## config.mk

```make
export PLATFORM = sky130hd
export DESIGN_NAME = adc_fft_framer_flat
export DESIGN_NICKNAME = d
export VERILOG_FILES = /design/src/rtl/adc_fft_framer_if.sv /design/src/rtl/adc_fft_framer.sv /design/src/flat_wrapper.sv
export SDC_FILE = /design/constraint.sdc
export NUM_CORES = 1
export LEC_CHECK = 0
export BUFFER_PORTS_ARGS = -buffer_cell sky130_fd_sc_hd__buf_4
export CAP_MARGIN = 10
export CELL_PAD_IN_SITES_DETAIL_PLACEMENT = 0
export CELL_PAD_IN_SITES_GLOBAL_PLACEMENT = 1
export CORE_MARGIN = 2
export CORE_UTILIZATION = 50
export DETAILED_ROUTE_END_ITERATION = 8
export PLACE_DENSITY_LB_ADDON = 0.1
export SLEW_MARGIN = 20
export SYNTH_ARGS = -nofsm -noshare
export SYNTH_HDL_FRONTEND = slang
export SYNTH_SLANG_ARGS = --single-unit
```

## constraint.sdc

```tcl
create_clock -name CLK100MHZ -period 5.85 [get_ports CLK100MHZ]
set_input_delay 1.17 -clock CLK100MHZ [delete_from_list [all_inputs] [get_ports CLK100MHZ]]
set_output_delay 1.17 -clock CLK100MHZ [all_outputs]
set_load 0.02 [all_outputs]
```

## src/rtl/adc_fft_framer_if.sv

```systemverilog
// AXI-Stream channels between the ADC framer and the FFT core: the one-shot
// config channel and the complex sample data channel.
interface adc_fft_framer_if;
    logic        cfg_tvalid;
    logic        cfg_tready;
    logic [7:0]  cfg_tdata;
    logic        m_tvalid;
    logic        m_tready;
    logic [31:0] m_tdata;
    logic        m_tlast;

    modport master (
        output cfg_tvalid, cfg_tdata, m_tvalid, m_tdata, m_tlast,
        input  cfg_tready, m_tready
    );

    modport slave (
        input  cfg_tvalid, cfg_tdata, m_tvalid, m_tdata, m_tlast,
        output cfg_tready, m_tready
    );
endinterface

```

## src/rtl/adc_fft_framer.sv

```systemverilog
// Captures XADC results, converts them to signed complex samples, buffers them
// and streams FFT frames with tlast every FRAME_LEN beats.
//
// state  | meaning
// CONFIG | offering the FFT config word; ADC samples are discarded
// STREAM | capturing ADC samples and streaming framed beats
module adc_fft_framer #(
    parameter int          FRAME_LEN  = 64,
    parameter int          FIFO_DEPTH = 16,
    parameter logic [7:0]  CFG_WORD   = 8'h01
) (
    input  logic                     CLK100MHZ,
    input  logic                     reset,
    input  logic [15:0]              adc_data,
    input  logic                     adc_drdy,
    adc_fft_framer_if.master         axis,
    output logic                     overflow,
    output logic [15:0]              frame_count
);
    localparam int AW = $clog2(FIFO_DEPTH);
    localparam int IW = $clog2(FRAME_LEN) + 1;

    typedef enum logic {CONFIG, STREAM} state_t;

    state_t         state;
    logic           cfg_valid_q;
    logic           out_valid_q;
    logic           out_last_q;
    logic [15:0]    out_real_q;
    logic [IW-1:0]  beats_left;

    logic [15:0]    mem [FIFO_DEPTH];
    logic [AW:0]    wr_ptr;
    logic [AW:0]    rd_ptr;

    logic           fifo_empty;
    logic           fifo_full;
    logic           push;
    logic           pop;
    logic           push_ok;
    logic           beat_done;
    logic [15:0]    sample_real;
    logic           unused_lsbs;

    // Offset-binary 12-bit sample to signed Q15: subtract mid-scale, scale by 16.
    assign sample_real = {~adc_data[15], adc_data[14:4], 4'b0000};
    assign unused_lsbs = ^adc_data[3:0];

    assign fifo_empty = (wr_ptr == rd_ptr);
    assign fifo_full  = (wr_ptr[AW] != rd_ptr[AW]) && (wr_ptr[AW-1:0] == rd_ptr[AW-1:0]);
    assign beat_done  = out_valid_q && axis.m_tready;
    assign push       = (state == STREAM) && adc_drdy;
    // Refill the output register whenever it is empty or draining this edge.
    assign pop        = !fifo_empty && (!out_valid_q || axis.m_tready);
    assign push_ok    = push && (!fifo_full || pop);

    assign axis.cfg_tvalid = cfg_valid_q;
    assign axis.cfg_tdata  = CFG_WORD;
    assign axis.m_tvalid   = out_valid_q;
    assign axis.m_tdata    = {16'h0000, out_real_q};
    assign axis.m_tlast    = out_last_q;

    always_ff @(posedge CLK100MHZ) begin
        if (push_ok)
            mem[wr_ptr[AW-1:0]] <= sample_real;
    end

    always_ff @(posedge CLK100MHZ or posedge reset) begin
        if (reset) begin
            state       <= CONFIG;
            cfg_valid_q <= 1'b0;
            out_valid_q <= 1'b0;
            out_last_q  <= 1'b0;
            out_real_q  <= 16'h0000;
            beats_left  <= IW'(FRAME_LEN);
            wr_ptr      <= '0;
            rd_ptr      <= '0;
            overflow    <= 1'b0;
            frame_count <= 16'h0000;
        end else begin
            case (state)
                CONFIG: begin
                    if (cfg_valid_q && axis.cfg_tready) begin
                        cfg_valid_q <= 1'b0;
                        state       <= STREAM;
                    end else begin
                        cfg_valid_q <= 1'b1;
                    end
                end
                STREAM: begin
                    cfg_valid_q <= 1'b0;
                end
                default: begin
                    state       <= CONFIG;
                    cfg_valid_q <= 1'b0;
                end
            endcase

            if (push_ok)
                wr_ptr <= wr_ptr + 1'b1;
            if (push && fifo_full && !pop)
                overflow <= 1'b1;

            // Every loaded beat is eventually accepted, so counting loads
            // down from FRAME_LEN tracks the accepted-beat frame index.
            if (pop) begin
                rd_ptr      <= rd_ptr + 1'b1;
                out_real_q  <= mem[rd_ptr[AW-1:0]];
                out_valid_q <= 1'b1;
                out_last_q  <= (beats_left == IW'(1));
                beats_left  <= (beats_left == IW'(1)) ? IW'(FRAME_LEN) : beats_left - 1'b1;
            end else if (beat_done) begin
                out_valid_q <= 1'b0;
                out_last_q  <= 1'b0;
            end

            if (beat_done && out_last_q)
                frame_count <= frame_count + 16'd1;
        end
    end
endmodule
```

## src/flat_wrapper.sv

```systemverilog
// flat-port wrapper written by rule: the top's interface ports become plain ports
module adc_fft_framer_flat 
#(
    parameter int          FRAME_LEN  = 64,
    parameter int          FIFO_DEPTH = 16,
    parameter logic [7:0]  CFG_WORD   = 8'h01
)
  (CLK100MHZ, reset, adc_data, adc_drdy, overflow, frame_count, axis_cfg_tvalid, axis_cfg_tdata, axis_m_tvalid, axis_m_tdata, axis_m_tlast, axis_cfg_tready, axis_m_tready);
  adc_fft_framer_if axis_i ();
  input  logic CLK100MHZ;
  input  logic reset;
  input  logic [15:0] adc_data;
  input  logic adc_drdy;
  output logic overflow;
  output logic [15:0] frame_count;
  output wire logic [$bits(axis_i.cfg_tvalid)-1:0] axis_cfg_tvalid;
  output wire logic [$bits(axis_i.cfg_tdata)-1:0] axis_cfg_tdata;
  output wire logic [$bits(axis_i.m_tvalid)-1:0] axis_m_tvalid;
  output wire logic [$bits(axis_i.m_tdata)-1:0] axis_m_tdata;
  output wire logic [$bits(axis_i.m_tlast)-1:0] axis_m_tlast;
  input wire logic [$bits(axis_i.cfg_tready)-1:0] axis_cfg_tready;
  input wire logic [$bits(axis_i.m_tready)-1:0] axis_m_tready;
  assign axis_cfg_tvalid = axis_i.cfg_tvalid;
  assign axis_cfg_tdata = axis_i.cfg_tdata;
  assign axis_m_tvalid = axis_i.m_tvalid;
  assign axis_m_tdata = axis_i.m_tdata;
  assign axis_m_tlast = axis_i.m_tlast;
  assign axis_i.cfg_tready = axis_cfg_tready;
  assign axis_i.m_tready = axis_m_tready;
  adc_fft_framer #(.FRAME_LEN(FRAME_LEN), .FIFO_DEPTH(FIFO_DEPTH), .CFG_WORD(CFG_WORD)) u_core (.CLK100MHZ(CLK100MHZ), .reset(reset), .adc_data(adc_data), .adc_drdy(adc_drdy), .axis(axis_i), .overflow(overflow), .frame_count(frame_count));
endmodule
```

Yosys cells after proc, flatten, opt, wreduce, memory -nomap -nowiden
Memory sizes are Yosys's and may differ from the RTL's. A register that Yosys moved wholly into a read port is not among the register bits.
Index checks and enable logic that the tools add are counted.

storage, ports and cells
  bits in registers = 54
  latch bits = 0
  bits in writable memories = 192
  memory bits (read-only) = 0
  input port bits = 21
  word-level logic and storage cells = 47
  memories = 1

memory list
  name        words  bits a word  rd ports  clocked after Yosys merged registers in  write ports  RTL line              text
  u_core.mem  16     12           1         1                                        1            adc_fft_framer.sv:32  logic [15:0] mem [FIFO_DEPTH];

cells by class
  add/sub/neg operators = 4
  multiply operators = 0
  divide/modulo/power cells = 0
  order comparisons = 0
  equality and inequality tests = 4
  shift-type cells = 0
  mux-type cells = 10
  bitwise gates (word level) = 2
  reduce and logical (&&, ||, !) cells = 16

operators by type and width
  cell                                                  number
  adder 16 x 1 -> 16 bit (second input constant)        1
  adder 5 x 1 -> 5 bit (second input constant)          2
  logical AND 1 bit                                     9
  two-way mux 1 bit                                     8
  equality test 7 x 1 -> 1 bit (second input constant)  1
  two-way mux 7 bit                                     1
  subtractor 7 x 1 -> 7 bit (second input constant)     1
  equality test 5 bit                                   1
  equality test 4 bit                                   1
  logical NOT 1 bit                                     4
  logical OR 1 bit                                      2
  NOT 1 bit                                             2
  case mux 1 bit (2 select lines)                       1
  nonzero test 2 bit                                    1
  != test 1 bit                                         1

Depth between registers and ports, before layout
Gate-level depths: netlist (run 1).

  depth after elaboration = 7
  depth in mapped cells = 7
  depth with buffers taken out = 6

Least setup slack after synthesis (run 1)
Ideal clock, no wire load.

  kind = input to register
  start = input port axis_m_tready
  end = memory u_core.mem[3][0] (netlist bit) (enable)
  arrival = 2646 ps
  setup slack = 2807 ps
  stages = 6
  buffers on the path = 1
  path through = nand2b_1 > nor2_1 > a21oi_1 > buf_2 > nand2_1 > nor3_1

on the way
  word-level cells in the longest chain between the ends = 6

ends and longest elaborated chain
  what                                     RTL line              text
  from (decl)                              flat_wrapper.sv:22    input wire logic [$bits(axis_i.m_tready)-1:0] axis_m_tready;
  logical OR 1 bit                         adc_fft_framer.sv:54  assign pop = !fifo_empty && (!out_valid_q || axis.m_tready);
  logical AND 1 bit                        adc_fft_framer.sv:54
  logical OR 1 bit                         adc_fft_framer.sv:55  assign push_ok = push && (!fifo_full || pop);
  logical AND 1 bit                        adc_fft_framer.sv:55
  two-way mux 1 bit                        adc_fft_framer.sv:64  if (push_ok)
  two-way mux 1 bit (not written as such)  adc_fft_framer.sv:65  mem[wr_ptr[AW-1:0]] <= sample_real;
  to (decl)                                adc_fft_framer.sv:32

Every way passes these cells.

Final worst setup path (run 1)
  start = register u_core.rd_ptr[0]
  end = register u_core.out_real_q[6] (read register of u_core.mem)

on the way
  word-level cells in the longest chain between the ends = 3

ends and longest elaborated chain
  what                    RTL line               text
  from (decl)             adc_fft_framer.sv:34   logic [AW:0] rd_ptr;
  from (signal assigned)  adc_fft_framer.sv:107  rd_ptr <= rd_ptr + 1'b1;
  equality test 5 bit     adc_fft_framer.sv:49   assign fifo_empty = (wr_ptr == rd_ptr);
  logical NOT 1 bit       adc_fft_framer.sv:54
  logical AND 1 bit       adc_fft_framer.sv:54
  to (decl)               adc_fft_framer.sv:29   logic [15:0] out_real_q;

Parallel ways exist; a longest one is shown, timed or not.
A chain may end at the register's enable or synchronous reset.

==> reports/metrics.yaml, run 1 <==
placed_design:
  dp_slack_ns: 2.794
  gp_congestion: 0.7051
  hpwl_um: 11080
  placed_area_sq_um: 10290
  portBuffers: 48
synthesis:
  synth-seq-area-share: 0.7183
  synth.area.top_cells: "edfxtp_1 (59%), dfrtp_1 (13%), mux4_2 (11%), buf_4 (2.2%), a22oi_1 (1.8%)"
  ys_ff_latch: 242
  yosysTopAreaCellShare: 0.5901
  netlist_area_sq_um: 9771
  synth_top_cell_by_area: "edfxtp_1"
  synth_cell_types: 41
  synth-edff-count: 192
  ys_async_sr_fraction: 0.2066
  yosys_warnings: 0
  yosys-top-cells-count: "edfxtp_1 (192), dfrtp_1 (49), mux4_2 (48)"
  synth-main-ff-cell: "edfxtp_1"
  syn_inst: 536
  synth_most_common_cell: "edfxtp_1"
  synth.avg_cell_area_sq_um: 18.23
setup_path:
  critPathLaunch: "u_core.rd_ptr[0]"
  cpPeakStageDelay_ns: 0.67
  path_class: "register to register"
  rrSetupSlack_ns: 2.97
  cp_slowest_cell: "buf_4"
  worstPathMaxFanout: 36
  cp.depth: 5
  reg2regPathDepth: 5
  cp_num_buf_inv: 1
  end_kind: "register"
  r2r-start: "u_core.rd_ptr[0]"
  startpoint_type: "register"
  worstPathCellList: "buf_4, mux4_2, a22oi_1, nand2_1, mux2_2"
  arrival_ns: 3.27
  crit_family: "multiplexers"
  crit_end: "u_core.out_real_q[6]"
  r2r_end: "u_core.out_real_q[6]"
  worstPathRequired_ns: 6.24
grt:
  antenna_found_initial: 0
  grt_use_met2: 0.3148
  overflow: 0
  grtUsageMet1: 0.2554
  grt_max_degree: 52
  grt_pass1_vias: 4882
  top_usage_layer: "met2"
  grt_pass1_wl_um: 28240
  gr-usage-all-layers: 0.1862
  grt.met3_usage: 0.02632
power:
  power_density_nw_per_um2: 483.0
  p_leak_nw: 4.059
  ir_drop_mv: 0.2875
  p_total_w: 0.005372
die:
  start_util: 0.5053
  die_w_um: 143.8
  die_h_um: 143.8
  dieArea_sq_um: 20680
  core_sq_um: 19330
  pin_count: 81
  row_count: 51
timing:
  relSlewSlack: 0.2231
  post-route-period-util: 0.4928
  min_period_ns: 2.883
  grt_setup_unrepaired: "false"
  slew_violations: 0
  finalHoldViolations: 0
  worstMarginPinSlew_ns: 1.163
  setup_violations: 0
  fin_setup_tns_ns: 0
  setup_ws_ns: 2.967
  fmax_ghz: 0.3469
  skew_ns: 0.009097
cells_and_area:
  multi_input_area_sq_um: 2509
  drive_above_1_share: 0.2607
  fin_area_sq_um: 11120
  area_delta_synth_final_pct: 13.84
  n_antenna_cell: 0
  register_area_sq_um: 7023
  nets: 619
  fillers: 1483
  final_util: 0.5753
clock_tree:
  cts.path.max_buffers: 3
  ctsHoldBuffers: 0
  numCtsBuffers: 25
  ctsResizeCount: 0
  cts_tree: "built"
  postCtsSetupBuffers: 0
  clk_latency_ns: 0.51
  clock_sinks: 242
  cts_root_buffer: "clkbuf_16"
  clk_pin_slew_ns: 0.06
  h-tree-depth: 1
drt:
  wirelength_um: 18690
  routedWlPerCell_um: 21.46
  first_iter_violations: 377
  via_count: 4822
  viasPerCell: 5.536
  post-route-drc-count: 0
  antenna_left: 0
  dr.pass1.iters: 4
outcome:
  status: "finished, final reports clean"
run:
  cap_violations: 0
hold_path:
  hold_class: "register to register"
[power by group]
part	switching, W	total (W)	internal [W]
Combinational	0.000813	0.00149	0.000674
Clock	0.000608	0.00161	0.000998
Sequential	0.000170	0.00228	0.00211
[per-layer routing]
metal / vias to the layer above / routed length [um]
met4: 0 / 486
met2: 137 / 9138
met5: - / 0
met1: 2521 / 8218
met3: 32 / 844
li1: 2132 / -
[state kept, by name, indices dropped and copies added (netlist names)]
| name | cells |
|---|---|
| u_core.mem | 192 |
| u_core.axis.m_tvalid | 1 |
| u_core.rd_ptr | 5 |
| u_core.axis.cfg_tvalid | 1 |
| u_core.out_real_q | 12 |
| u_core.overflow | 1 |
| u_core.axis.m_tlast | 1 |
| u_core.wr_ptr | 5 |
| u_core.frame_count | 16 |
| u_core.state | 1 |
| u_core.beats_left | 7 |
[kinds of logic (layout without fill, tap and decap cells)]
| kind of cell | after synthesis | after routing | synth area share |
|---|---|---|---|
| buffers and inverters | 61 | 105 | 0.03611 |
| other | 2 | 28 | 0.0007686 |
| AOI/OAI and AO/OA | 36 | 36 | 0.02830 |
| xor gates and xnor gates | 28 | 28 | 0.02510 |
| and+or+nand+nor | 93 | 93 | 0.04969 |
| muxes | 66 | 66 | 0.1315 |
| adders and majority gates | 8 | 8 | 0.01024 |
| DFF | 242 | 242 | 0.7183 |
[cell type report]
type,count,area share
repair buffers,53,0.03577
multi-input cells,259,0.2255
well taps,265,0.02981
clock inverters,13,0.01654
clock buffers,30,0.05793
flip-flops and latches,242,0.6314
inverters,9,0.003037
[through the flow]
step | hold slack (ns) | instances
6_report | 0.4768 | 871
5_1_grt | 0.5003 | 871
4_1_cts | 0.4786 | 871
3_5_place_dp | 0.4654 | 828
3_3_place_gp | 0.4549 | 828
2_1_floorplan | 0.4577 | 562
[how the worst min path moves through the flow]
stage                            from                endpoint  slack, ns  depth (start not counted)
2_1_floorplan    u_core.beats_left[5]    u_core.beats_left[5]       0.46                          1
3_3_place_gp          u_core.overflow         u_core.overflow       0.45                          1
3_5_place_dp          u_core.overflow         u_core.overflow       0.47                          1
4_1_cts               u_core.overflow         u_core.overflow       0.48                          1
5_1_grt        u_core.frame_count[15]  u_core.frame_count[15]       0.50                          1
6_report              u_core.overflow         u_core.overflow       0.48                          1
[layout by cell type, fill, tap and decap left out, types with 2 or more instances in the layout]
cell / instances
edfxtp_1: 192
buf_4: 53
mux4_2: 48
dfrtp_1: 47
nand2_1: 28
conb_1: 28
clkbuf_16: 25
a22oi_1: 24
and3_1: 17
xnor2_1: 16
nor2_1: 16
mux2_2: 15
xor2_1: 12
inv_1: 8
ha_1: 8
nand3_1: 7
nand4_1: 6
clkbuf_1: 5
bufinv_16: 5
clkinv_1: 5
nor2b_1: 4
nand2b_1: 3
and2_1: 3
a21oi_1: 3
clkinv_2: 3
and4_1: 2
mux2i_1: 2
a31oi_1: 2
No activity file was read; power rests on OpenSTA's default activity.
==> run 2: changes to the inputs <==
- ABC_AREA: default -> 1
- CORE_UTILIZATION: 50 -> 42
- clock period: 5.85 -> 2.5 ns (I/O delays scaled with it)
==> reports/metrics.yaml, run 2 <==
cells_and_area:
  multi_input_area_sq_um: 3039  # was 2509 sq um
  register_area_sq_um: 7023  # unchanged
  instances_no_fill: 1588  # was 871
  layout_common_cells: "nand2_1 (408), inv_1 (226), edfxtp_1 (192)"  # was edfxtp_1 (192), buf_4 (53), mux4_2 (48)
  largest_reg_flops: 192  # unchanged
  n_antenna_cell: 0  # unchanged
  drive_above_1_share: 0.1093  # was 0.2607
  nets: 1265  # was 619
  area_delta_synth_final_pct: 14.64  # was 13.84%
  layout_commonest_cell: "nand2_1"  # was edfxtp_1
  fillers: 2427  # was 1483
synthesis:
  synth.area.top_cells: "edfxtp_1 (52%), nand2_1 (14%), dfrtp_1 (11%), inv_1 (7.7%), nand3_1 (5.8%)"  # was edfxtp_1 (59%), dfrtp_1 (13%), mux4_2 (11%), buf_4 (2.2%), a22oi_1 (1.8%)
  synth_xor_area_frac: 0.01809  # was 0.02510
  synth-edff-count: 192  # unchanged
  synth-seq-area-share: 0.6303  # was 0.7183
  synth_top_family_by_area: "simple AND/OR/NAND/NOR gates"  # was multiplexers
  ys_async_sr_fraction: 0.2066  # unchanged
  yosys_warnings: 0  # unchanged
  synth-simple-area-share: 0.2176  # was 0.04969
  synth.avg_cell_area_sq_um: 9.436  # was 18.23 sq um
  synthMuxAreaShare: 0  # was 0.1315
  ys_ff_latch: 242  # unchanged
  synth_cell_types: 27  # was 41
  synth-main-ff-cell: "edfxtp_1"  # unchanged
  yosys-top-cells-count: "nand2_1 (408), inv_1 (227), edfxtp_1 (192)"  # was edfxtp_1 (192), dfrtp_1 (49), mux4_2 (48)
  synth_adder_area_share: 0.008990  # was 0.01024
  yosysTopAreaCellShare: 0.5178  # was 0.5901
  syn_inst: 1180  # was 536
  synth_compound_area_frac: 0.006518  # was 0.02830
  netlist_area_sq_um: 11130  # was 9771 sq um
  synth_most_common_cell: "nand2_1"  # was edfxtp_1
  synth_top_cell_by_area: "edfxtp_1"  # unchanged
setup_path:
  r2r_end: "u_core.mem[4][7]"  # was u_core.out_real_q[6]
  cp_common_cell: "nand2_1"
  worstPathRequired_ns: 2.74  # was 6.24 ns
  reg2regPathDepth: 9  # was 5
  worstPathMaxFanout: 17  # was 36
  end_kind: "register"  # unchanged
  arrival_ns: 2.61  # was 3.27 ns
  r2r-start: "u_core.rd_ptr[0]"  # unchanged
  worstPathCellList: "inv_2, nand2_1, nand2_1, nor2_1, nand3_1, nand2_2, buf_12, nor3_2, buf_4"  # was buf_4, mux4_2, a22oi_1, nand2_1, mux2_2
  cp_num_buf_inv: 3  # was 1
  cp_slowest_cell: "nor3_2"  # was buf_4
  startpoint_type: "register"  # unchanged
  path_class: "register to register"  # unchanged
  cpPeakStageDelay_ns: 0.61  # was 0.67 ns
  crit_family: "simple AND/OR/NAND/NOR gates"  # was multiplexers
  rrSetupSlack_ns: 0.13  # was 2.97 ns
drt:
  routedWlPerCell_um: 16.00  # was 21.46 um
  viasPerCell: 4.627  # was 5.536
  antenna_left: 0  # unchanged
  wirelength_um: 25400  # was 18690 um
  dr.pass1.iters: 5  # was 4
  post-route-drc-count: 0  # unchanged
  first_iter_violations: 532  # was 377
  via_count: 7348  # was 4822
clock_tree:
  clock_sinks: 242  # unchanged
  clk_pin_slew_ns: 0.06  # about the same
  ctsHoldBuffers: 0  # unchanged
  postCtsSetupBuffers: 0  # unchanged
  clk_latency_ns: 0.54  # was 0.51 ns
  cts_tree: "built"  # unchanged
  cts.path.max_buffers: 3  # unchanged
  ctsResizeCount: 0  # unchanged
  h-tree-depth: 1  # unchanged
  numCtsBuffers: 27  # was 25
  cts_root_buffer: "clkbuf_16"  # unchanged
timing:
  grt_setup_unrepaired: "false"  # unchanged
  fmax_ghz: 0.4220  # was 0.3469 GHz
  fin_setup_tns_ns: 0  # unchanged
  min_period_ns: 2.370  # was 2.883 ns
  relSlewSlack: 0.3623  # was 0.2231
  finalHoldViolations: 0  # unchanged
  setup_violations: 0  # unchanged
  worstMarginPinSlew_ns: 0.9530  # was 1.163 ns
  hold_slack_ns: 0.02883  # was 0.4768 ns
  slew_violations: 0  # unchanged
  skew_ns: 0.007169  # was 0.009097 ns
  post-route-period-util: 0.9479  # was 0.4928
run:
  cap_violations: 0  # unchanged
placed_design:
  gp_congestion: 0.7606  # was 0.7051
  hpwl_um: 15320  # was 11080 um
  portBuffers: 48  # unchanged
  dp.cells: 1542  # was 828
die:
  die_w_um: 166.8  # was 143.8 um
  start_util: 0.4273  # was 0.5053
  core_sq_um: 26060  # was 19330 sq um
  row_count: 59  # was 51
  die_h_um: 166.8  # was 143.8 um
  pin_count: 81  # unchanged
  dieArea_sq_um: 27830  # was 20680 sq um
power:
  ir_drop_mv: 0.7731  # was 0.2875 mV
  p_leak_nw: 5.957  # was 4.059 nW
  power_density_nw_per_um2: 1062  # was 483.0 nW/um^2
grt:
  antenna_found_initial: 0  # unchanged
  grt_pass1_wl_um: 39920  # was 28240 um
  overflow: 0  # unchanged
  gr-usage-all-layers: 0.1842  # was 0.1862
  grt_max_degree: 100  # was 52
  grt_pass1_vias: 6915  # was 4882
outcome:
  status: "finished, final reports clean"  # unchanged
hold_path:
  hold_class: "primary input to asynchronous set/reset pin"  # was register to register
run 2: cell types whose count changed after synthesis, moves of 17 or more:
cell / change
nand2_1: +380
a22oi_1: -24
and3_1: -17
nand3_1: +122
mux4_2: -48
inv_1: +218
run 2: per-layer routing:
| layer | up-vias | GRT usage | share of wire |
|---|---|---|---|
| li1 | 3722 | - | - |
| met1 | 3440 | 0.2570 | 0.46 |
| met2 | 150 | 0.3033 | 0.47 |
| met3 | 36 | 0.02994 | 0.047 |
| met4 | 0 | 0.04348 | 0.019 |
| met5 | - | 0 | 0 |
run 2: worst max path at each step:
stage / start / to / slack [ns] / cells after the start
global placement: axis_m_tready / u_core.mem[6][11] / 0.04 / 7
CTS: u_core.rd_ptr[0] / u_core.mem[10][2] / 0.0007 / 8
floorplan: u_core.rd_ptr[0] / u_core.mem[10][0] / 0.14 / 9
detailed placement: axis_m_tready / u_core.mem[10][10] / 0.004 / 7
global route: u_core.rd_ptr[0] / u_core.mem[4][7] / 0.04 / 9
finish: u_core.rd_ptr[0] / u_core.mem[4][7] / 0.13 / 9
run 2: per-stage QoR:
step	util	total power, W	setup slack [ns]	area, sq um
floorplan	-	0.008388	0.1405	11230
global placement	0.4560	0.009924	0.03923	11880
detailed placement	0.4570	0.009966	0.004369	11910
CTS	0.4883	0.01373	0.0007105	12720
global route	0.4898	0.01450	0.03646	12760
finish	0.4898	0.01356	0.1302	12760
run 2: final cells by class:
type / instances / share of cell area
clock inverter: 10 / 0.005881
inverter: 229 / 0.06734
clock buffer: 36 / 0.05793
multi-input combinational: 662 / 0.2381
timing repair buffer: 74 / 0.04774
tap: 335 / 0.03284
sequential: 242 / 0.5502
run 2: cell families after synthesis:
logic type,count (synthesis)
flops,242
fa+ha+maj,8
other cells,2
buf+inv,302
simple gates,589
compound gates,14
xor+xnor,23
run 2: power breakdown:
part	leakage (nW)	internal (W)	switching, W
Sequential	2.35	0.00486	0.000235
Combinational	3.21	0.00146	0.00328
Clock	0.404	0.00216	0.00156
Total	5.96	0.00848	0.00508
==> run 3: changes to the inputs <==
- BUFFER_PORTS_ARGS: -buffer_cell sky130_fd_sc_hd__buf_4 -> -buffer_cell sky130_fd_sc_hd__buf_2
==> reports/metrics.yaml, run 3 (synthesized netlist as in run 2, its figures left out) <==
outcome:
  status: "finished, final reports clean"  # unchanged
placed_design:
  gp_congestion: 0.7488  # was 0.7606
  dp.cells: 1548  # was 1542
  dp_slack_ns: 0.04291  # was 0.004369 ns
  hpwl_um: 15610  # was 15320 um
  portBuffers: 48  # unchanged
  placed_area_sq_um: 11810  # was 11910 sq um
power:
  p_total_w: 0.01355  # was 0.01356 W
  switchingPower_w: 0.005106  # was 0.005078 W
  power_density_nw_per_um2: 1067  # was 1062 nW/um^2
  switching_share: 0.3768  # was 0.3746
  ir_drop_mv: 0.7212  # was 0.7731 mV
  p_int_w: 0.008445  # was 0.008479 W
  pwr-share-comb: 0.346  # was 0.350
  pwr-share-seq: 0.375  # was 0.376
  clkPwrFrac: 0.279  # was 0.274
  p_leak_nw: 5.955  # was 5.957 nW
timing:
  fmax_ghz: 0.4221  # was 0.4220 GHz
  post-route-period-util: 0.9477  # was 0.9479
  relSlewSlack: 0.3760  # was 0.3623
  min_period_ns: 2.369  # was 2.370 ns
  setup_violations: 0  # unchanged
  worstMarginPinSlew_ns: 0.9360  # was 0.9530 ns
  grt_setup_unrepaired: "false"  # unchanged
  finalHoldViolations: 0  # unchanged
  skew_ns: 0.01198  # was 0.007169 ns
  fin_setup_tns_ns: 0  # unchanged
  setup_ws_ns: 0.1307  # was 0.1302 ns
  slew_violations: 0  # unchanged
grt:
  grt_max_degree: 98  # was 100
  overflow: 0  # unchanged
  grt_pass1_vias: 6964  # was 6915
  grt_pass1_wl_um: 40340  # was 39920 um
  gr-usage-all-layers: 0.1870  # was 0.1842
  antenna_found_initial: 0  # unchanged
setup_path:
  startpoint_type: "register"  # unchanged
  reg2regPathDepth: 9  # unchanged
  cpPeakStageDelay_ns: 0.67  # was 0.61 ns
  r2r-start: "u_core.rd_ptr[0]"  # unchanged
  worstPathCellList: "inv_2, nand2_1, nand2_1, nor2_1, nand3_1, nand2_2, buf_12, nor3_2, buf_4"  # unchanged
  worstPathRequired_ns: 2.74  # about the same
  arrival_ns: 2.61  # about the same
  rrSetupSlack_ns: 0.13  # about the same
  worstPathMaxFanout: 16  # was 17
  crit_end: "u_core.mem[7][3]"  # was u_core.mem[4][7]
  end_kind: "register"  # unchanged
  r2r_end: "u_core.mem[7][3]"  # was u_core.mem[4][7]
  path_class: "register to register"  # unchanged
  cp_common_cell: "nand2_1"  # unchanged
  critPathLaunch: "u_core.rd_ptr[0]"  # unchanged
  cp_slowest_cell: "nor3_2"  # unchanged
die:
  core_sq_um: 26060  # unchanged
  row_count: 59  # unchanged
  die_h_um: 166.8  # unchanged
  die_w_um: 166.8  # unchanged
  start_util: 0.4273  # unchanged
  dieArea_sq_um: 27830  # unchanged
  pin_count: 81  # unchanged
clock_tree:
  h-tree-depth: 1  # unchanged
  ctsResizeCount: 0  # unchanged
  cts.path.max_buffers: 3  # unchanged
  ctsHoldBuffers: 0  # unchanged
  clk_pin_slew_ns: 0.06  # about the same
  cts_tree: "built"  # unchanged
  clock_sinks: 242  # unchanged
  clk_latency_ns: 0.54  # about the same
  cts_root_buffer: "clkbuf_16"  # unchanged
  postCtsSetupBuffers: 0  # unchanged
  numCtsBuffers: 28  # was 27
drt:
  dr.pass1.iters: 4  # was 5
  first_iter_violations: 468  # was 532
  post-route-drc-count: 0  # unchanged
  viasPerCell: 4.569  # was 4.627
  via_count: 7306  # was 7348
  routedWlPerCell_um: 16.03  # was 16.00 um
  antenna_left: 0  # unchanged
  wirelength_um: 25640  # was 25400 um
cells_and_area:
  largest_reg_flops: 192  # unchanged
  fin_area_sq_um: 12690  # was 12760 sq um
  layout_commonest_cell: "nand2_1"  # unchanged
  nets: 1272  # was 1265
  drive_above_1_share: 0.1163  # was 0.1093
  area_delta_synth_final_pct: 14.01  # was 14.64%
  n_antenna_cell: 0  # unchanged
  layout_common_cells: "nand2_1 (408), inv_1 (226), edfxtp_1 (192)"  # unchanged
  instances_no_fill: 1599  # was 1588
  fillers: 2442  # was 2427
run:
  cap_violations: 0  # unchanged
hold_path:
  hold_class: "primary input to asynchronous set/reset pin"  # unchanged
run 3: worst min path at each step:
stage                 start                     end  slack, ns  cells after the start
2_1_floorplan  u_core.state  u_core.axis.cfg_tvalid       0.41                      1
3_3_place_gp   u_core.state  u_core.axis.cfg_tvalid       0.42                      1
3_5_place_dp   u_core.state  u_core.axis.cfg_tvalid       0.44                      1
4_1_cts               reset     u_core.axis.m_tlast      0.004                      2
5_1_grt               reset     u_core.axis.m_tlast       0.04                      2
6_report              reset     u_core.axis.m_tlast      0.006                      2
run 3: power by group through the flow:
stage | clock network [W] | logic [W] | registers, W
after floorplan | 0 | 0.00310 | 0.00529
after global placement | 0 | 0.00468 | 0.00517
after CTS | 0.00388 | 0.00476 | 0.00509
after detailed placement | 0 | 0.00473 | 0.00517
final | 0.00378 | 0.00468 | 0.00509
after global routing | 0.00403 | 0.00531 | 0.00515
run 3: per-stage QoR:
stage | hold slack [ns] | utilization
6_report | 0.005683 | 0.4872
5_1_grt | 0.03629 | 0.4872
4_1_cts | 0.003715 | 0.4861
3_5_place_dp | 0.4378 | 0.4530
3_3_place_gp | 0.4240 | 0.4517
2_1_floorplan | 0.4123 | -
run 3: area by class of cell:
type                    instances  area, sq um  area share
inverters                     229        859.6     0.06771
clock buffers                  40        795.8     0.06268
multi-input cells             662         3035      0.2391
clock inverters                11        65.06    0.005125
well taps                     335        419.2     0.03302
repair buffers                 80        496.7     0.03913
flip-flops and latches        242         7023      0.5532
run 3: layer usage:
metal / global-route usage / part of all wire / up-vias
li1: - / - / 3752
met1: 0.2676 / 0.48 / 3372
met2: 0.3090 / 0.46 / 150
met3: 0.02400 / 0.042 / 32
met4: 0.03598 / 0.018 / 0
met5: 0 / 0 / -
run 3: worst max-delay path, delay by kind of cell, from the launching register on:
family	cells	cell delay [ns]
simple gates	6	1.04
flops	1	0.49
buf+inv	3	0.53
